## config.mk

```make
export PLATFORM = sky130hd
export DESIGN_NAME = axi_ad7124_frame_buf
export DESIGN_NICKNAME = d
export VERILOG_FILES = /design/src/rtl/axi_ad7124_pkg.sv /design/src/rtl/axi_ad7124_pp_ram.sv /design/src/rtl/axi_ad7124_frame_buf.sv
export SDC_FILE = /design/constraint.sdc
export NUM_CORES = 1
export LEC_CHECK = 0
export ABC_AREA = 1
export BUFFER_PORTS_ARGS = -buffer_cell sky130_fd_sc_hd__buf_4
export CORE_MARGIN = 2
export CORE_UTILIZATION = 56
export CTS_CLUSTER_DIAMETER = 80
export DETAILED_ROUTE_END_ITERATION = 6
export MAX_ROUTING_LAYER = met4
export PLACE_DENSITY = 0.85
export SLEW_MARGIN = 20
export SYNTH_ARGS = -nofsm -noshare
export SYNTH_HDL_FRONTEND = slang
export SYNTH_SLANG_ARGS = --single-unit
export TNS_END_PERCENT = 20
```

## constraint.sdc

```tcl
create_clock -name clk -period 3.01 [get_ports clk]
set_clock_uncertainty 0.2 [all_clocks]
set_input_delay 0 -clock clk [delete_from_list [all_inputs] [get_ports clk]]
set_output_delay 0 -clock clk [all_outputs]
set_load 0.01 [all_outputs]
```

## src/rtl/axi_ad7124_pkg.sv

```systemverilog
// axi_ad7124_pkg: hold-state type and frame-size legality check shared by the frame buffer.
package axi_ad7124_pkg;

    typedef enum logic {HOLD_EMPTY, HOLD_FULL} hold_e;

    function automatic bit frame_bytes_ok(input int n);
        return (n % 4 == 0) && (n >= 4) && (n <= 1024);
    endfunction

endpackage

```

## src/rtl/axi_ad7124_pp_ram.sv

```systemverilog
// axi_ad7124_pp_ram: simple dual-port 32-bit RAM, one write port and one registered read port.
module axi_ad7124_pp_ram #(
    parameter int DEPTH = 16,
    localparam int RAW = $clog2(DEPTH)
) (
    input  logic           clk,
    input  logic           rst,
    input  logic           we,
    input  logic [RAW-1:0] waddr,
    input  logic [31:0]    wdata,
    input  logic           re,
    input  logic [RAW-1:0] raddr,
    output logic [31:0]    rdata
);
    logic [31:0] mem [DEPTH];
    logic [31:0] rdata_q;

    always_ff @(posedge clk) begin
        if (we) mem[waddr] <= wdata;
    end

    // only the read register is reset; array contents stay undefined
    always_ff @(posedge clk or posedge rst) begin
        if (rst) rdata_q <= '0;
        else if (re) rdata_q <= mem[raddr];
    end

    assign rdata = rdata_q;
endmodule

```

## src/rtl/axi_ad7124_frame_buf.sv

```systemverilog
// axi_ad7124_frame_buf: packs SPI offload bytes into 32-bit words and double-buffers
// whole conversion frames for the host, dropping frames while the held one is unreleased.
module axi_ad7124_frame_buf import axi_ad7124_pkg::*; #(
    parameter int FRAME_BYTES = 32,
    parameter int CNT_W = 16,
    localparam int WORDS = FRAME_BYTES / 4,
    localparam int AW = (WORDS > 1) ? $clog2(WORDS) : 1
) (
    input  logic             clk,
    input  logic             rst,
    input  logic             trigger,
    input  logic             s_valid,
    output logic             s_ready,
    input  logic [7:0]       s_data,
    input  logic             rd_en,
    input  logic [AW-1:0]    rd_addr,
    output logic [31:0]      rd_data,
    output logic             frame_ready,
    input  logic             frame_release,
    output logic             drdy,
    output logic             overflow,
    output logic [CNT_W-1:0] drop_cnt
);
    localparam int BW = $clog2(FRAME_BYTES);
    localparam int RAW = $clog2(2 * WORDS);

    if (!frame_bytes_ok(FRAME_BYTES)) begin : g_bad_frame_bytes
        $error("FRAME_BYTES must be a multiple of 4 in 4..1024");
    end

    logic [BW-1:0]      idx_q, idx_d, idx_cur;
    logic [2:0][7:0]    word_q, word_d, word_cur;
    logic               fb_q, fb_d;
    hold_e              hold_q, hold_d;
    logic               drdy_q, drdy_d, ovf_q, ovf_d, rd_oob_q, rd_oob_d, s_ready_q;
    logic [CNT_W-1:0]   drop_q, drop_d;
    logic               acc, last, we, re;
    logic [RAW-1:0]     widx, waddr, raddr;
    logic [31:0]        ram_rdata;

    always_comb begin
        acc = s_valid && s_ready_q;
        idx_cur = trigger ? '0 : idx_q;
        word_cur = trigger ? '0 : word_q;
        last = acc && (idx_cur == BW'(FRAME_BYTES - 1));
        we = acc && (idx_cur[1:0] == 2'd3);
        idx_d = acc ? (last ? '0 : idx_cur + 1'b1) : idx_cur;
        word_d = word_cur;
        if (acc && !we) word_d[idx_cur[1:0]] = s_data;
        widx = RAW'(idx_cur >> 2);
        waddr = fb_q ? RAW'(WORDS) + widx : widx;
        // hold bank is the one not being filled, taken before this cycle's commit
        raddr = fb_q ? RAW'(rd_addr) : RAW'(WORDS) + RAW'(rd_addr);
        rd_oob_d = rd_en ? (32'(rd_addr) >= WORDS) : rd_oob_q;
        re = rd_en && !rd_oob_d;
        fb_d = fb_q;
        hold_d = hold_q;
        drdy_d = 1'b0;
        ovf_d = 1'b0;
        drop_d = drop_q;
        if (last && (hold_q == HOLD_EMPTY || frame_release)) begin
            fb_d = !fb_q;
            hold_d = HOLD_FULL;
            drdy_d = 1'b1;
        end else if (last) begin
            ovf_d = 1'b1;
            drop_d = drop_q + CNT_W'(drop_q != '1);
        end else if (frame_release) begin
            hold_d = HOLD_EMPTY;
        end
    end

    always_ff @(posedge clk or posedge rst) begin
        if (rst) begin
            idx_q <= '0;
            word_q <= '0;
            fb_q <= 1'b0;
            hold_q <= HOLD_EMPTY;
            drdy_q <= 1'b0;
            ovf_q <= 1'b0;
            drop_q <= '0;
            rd_oob_q <= 1'b0;
            s_ready_q <= 1'b0;
        end else begin
            idx_q <= idx_d;
            word_q <= word_d;
            fb_q <= fb_d;
            hold_q <= hold_d;
            drdy_q <= drdy_d;
            ovf_q <= ovf_d;
            drop_q <= drop_d;
            rd_oob_q <= rd_oob_d;
            s_ready_q <= 1'b1;
        end
    end

    axi_ad7124_pp_ram #(.DEPTH(2 * WORDS)) u_ram (
        .clk   (clk),
        .rst   (rst),
        .we    (we),
        .waddr (waddr),
        .wdata ({s_data, word_cur}),
        .re    (re),
        .raddr (raddr),
        .rdata (ram_rdata)
    );

    assign rd_data = rd_oob_q ? '0 : ram_rdata;
    assign s_ready = s_ready_q;
    assign frame_ready = (hold_q == HOLD_FULL);
    assign drdy = drdy_q;
    assign overflow = ovf_q;
    assign drop_cnt = drop_q;
endmodule

```

==> flow_summary_export.csv <==
group,metric,value,unit
clock_tree,clock_latency,0.61,ns
sta,min_period,2.66,ns
synth,yosys-top-cells-area,"edfxtp_1, nand2_1, dfrtp_1",
floorplan,pin_count,69,
synth,seq_area_frac_synth,0.710,
run_status,violations,"design-rule violations",
run_status,status,"finished, violations left",
synth,synth_top_cell_by_area,"edfxtp_1",
setup_path,start_kind,"flip-flop",
global_routing,grt_max_degree,160,
setup_path,cp_max_fo,24,
layout,fin_area,28100,sq um
global_routing,grt.total_usage,0.288,
clock_tree,clock_sinks,595,
placement,dpl_cell_area,25900,sq um
global_routing,antenna_found_initial,0,
sta,drv_slew,0,
setup_path,crit_arrival,2.76,ns
route,antenna_left,0,
sta,slew_headroom,0.260,
power_and_ir_drop,power.switching,3.82,mW
power_and_ir_drop,p_int,13.6,mW
layout,fillerInstances,2945,
sta,rsz0062_at_grt,"false",
setup_path,critical_path_required,3.11,ns
power_and_ir_drop,seqPwrFrac,0.517,
clock_tree,h-tree-depth,2,
power_and_ir_drop,clock_power_share,0.423,
min_path,hold_path_class,"in -> reg",
synth,avgSynthCellArea,11.1,sq um
min_path,min_path_cells,2,
placement,routabilityCongestion,0.945,
layout,final_core_util,0.650,
route,drc,1,
route,vias,17500,
placement,place_hpwl,35000,um
clock_tree,cts_tree,"built",
layout,final_cell_mix,"nand2_1, edfxtp_1, nand3_1",
route,drt-total-wl,62800,um
setup_path,worstSetupPathType,"reg -> reg",
route,wl_per_cell,21.3,um
min_path,hold_start,"s_data[3]",
floorplan,die_x,214,um
floorplan,start_util,0.570,
placement,portBuffers,68,
sta,finalHoldViolations,0,
floorplan,die_h,214,um
min_path,hold_path_end,"u_ram.mem[3][27]",
layout,seq_area,17500,sq um
clock_tree,cts_root_buffer,"clkbuf_16",
power_and_ir_drop,switching_share,0.220,
setup_path,r2r_slack,0.35,ns
sta,fmax,0.377,GHz
layout,layout-drive-gt1-share,0.107,
power_and_ir_drop,combPwrFrac,0.059,
setup_path,timing.rr.start,"idx_q[1]",
global_routing,globalRouteOverflowTotal,0,
floorplan,core,43200,sq um
layout,syn_to_final_growth,14.2,%
sta,setup_viol,0,
setup_path,end_kind,"flip-flop",
sta,worst_pin_slew,1.11,ns
route,viasPerCell,5.92,
clock_tree,ctsResizeCount,0,
floorplan,rows,76,
clock_tree,numCtsBuffers,57,
power_and_ir_drop,leakage,11.1,nW
setup_path,worstRegToRegCells,8,
power_and_ir_drop,powerDensity,620,nW/um^2
synth,ys_types,30,
route,drt-initial-drc-count,2411,
floorplan,die_area,45600,sq um
layout,final_nets,2339,
layout,num_antenna_cells,0,
global_routing,grt_pass1_wl,95800,um
sta,tns,0,ns
clock_tree,clockBufferDepth,3,
sta,fin_crit_sh,0.882,
setup_path,rr_endpoint,"u_ram.mem[0][14]",
synth,synthCells,2220,
power_and_ir_drop,irDropWorstVdd,0.426,mV
synth,ys_ff_latch,595,
flow_run,max-cap-violations,0,
route,dr.pass1.iters,7,
layout,final_common_cell,"nand2_1",
synth,yosys_warnings,0,
synth,synth_top_cell_area_share,0.625,
layout,multi_input_area,6090,sq um
synth,synth_nets,2245,
clock_tree,clk_pin_slew,0.07,ns
global_routing,grt_pass1_vias,17200,
synth,syn_area,24600,sq um
## worst max path at each step
stage,depth (start not counted),start,endpoint
6_report,8,idx_q[1],u_ram.mem[0][14]
3_3_place_gp,8,idx_q[1],u_ram.mem[0][18]
5_1_grt,8,idx_q[1],u_ram.mem[2][17]
2_1_floorplan,9,idx_q[1],u_ram.mem[11][0]
4_1_cts,8,idx_q[1],u_ram.mem[0][19]
3_5_place_dp,8,idx_q[1],u_ram.mem[0][14]
## Yosys cell counts
master and number:
nand2_2 2, buf_2 42, ha_1 8, nand4_1 6, inv_6 1, nor2_4 1
buf_4 25, nand3b_1 1, buf_6 20, buf_1 6, edfxtp_1 512, nand3_1 397
nor3_2 1, nor4_1 2, dfrtp_1 83, a21oi_1 1, inv_2 2, buf_8 1
nand2_1 838, clkbuf_1 27, o21ai_0 35, buf_12 1, clkinv_1 1, conb_1 1
xor2_1 4, xnor2_1 5, inv_1 99, nor2_1 93, nand3_2 1, nor3_1 4
## critical path, stage by stage (launching register included)
cell     delay, ns
dfrtp_1       0.35
inv_1         0.05
nor2_1        0.18
ha_1          0.21
inv_1         0.05
nor2_1        0.23
nand3_1       0.37
nor2_4        0.42
buf_12        0.27
## flip-flops by register name (all words and copies together) (netlist names)
name	count
word_q	24
idx_q	5
u_ram.rdata	32
s_ready	1
frame_ready	1
drdy	1
u_ram.mem	512
rd_oob_q	1
overflow	1
fb_q	1
drop_cnt	16
## stage by stage
| step | hold WS [ns] | instances | total power, mW | setup WS [ns] |
|---|---|---|---|---|
| floorplan | -0.101 | 2220 | 9.82 | -0.194 |
| global placement | 0.0305 | 2818 | 10.1 | 0.500 |
| detailed placement | 0.0129 | 2818 | 10.1 | 0.414 |
| CTS | 0.0830 | 2948 | 17.4 | 0.389 |
| global route | 0.108 | 2948 | 17.8 | 0.132 |
| finish | 0.110 | 2948 | 17.4 | 0.354 |
## timing repair
action / CTS / global route
setup endpoints to repair: 0 / 0
hold buffers: 22 / 0
endpoints found under the hold margin: 648 / 0
setup buffers: 0 / 0
## power by group through the flow
stage | Clock (mW) | Combinational (mW) | Sequential (mW)
final | 7.37 | 1.03 | 9.01
after global routing | 7.70 | 1.13 | 9.01
after CTS | 7.39 | 1.01 | 9.01
after detailed placement | 0 | 0.967 | 9.18
after global placement | 0 | 0.935 | 9.18
after floorplan | 0 | 0.648 | 9.17
## area by class of cell
class | instances | area share
clock buffers | 74 | 0.0560
clock inverters | 34 | 0.0128
inverters | 103 | 0.0141
multi-input cells | 1400 | 0.217
flip-flops and latches | 595 | 0.622
well taps | 585 | 0.0261
repair buffers | 157 | 0.0525
## routing by layer
metal  share of wire  global-route usage
met5               0                   -
met4           0.036               0.115
met3            0.12              0.0535
met2            0.49               0.459
met1            0.36               0.369
## cell families after synthesis
kind of cell               count (synthesis)  synth area share
DFF                                      595             0.710
adders and majority gates                  8           0.00407
AOI/OAI and AO/OA                         36           0.00733
buffers and inverters                    225            0.0477
xor gates and xnor gates                   9           0.00321
other                                      1          0.000152
and+or+nand+nor                         1346             0.228
(Power assumes the default switching activity.)
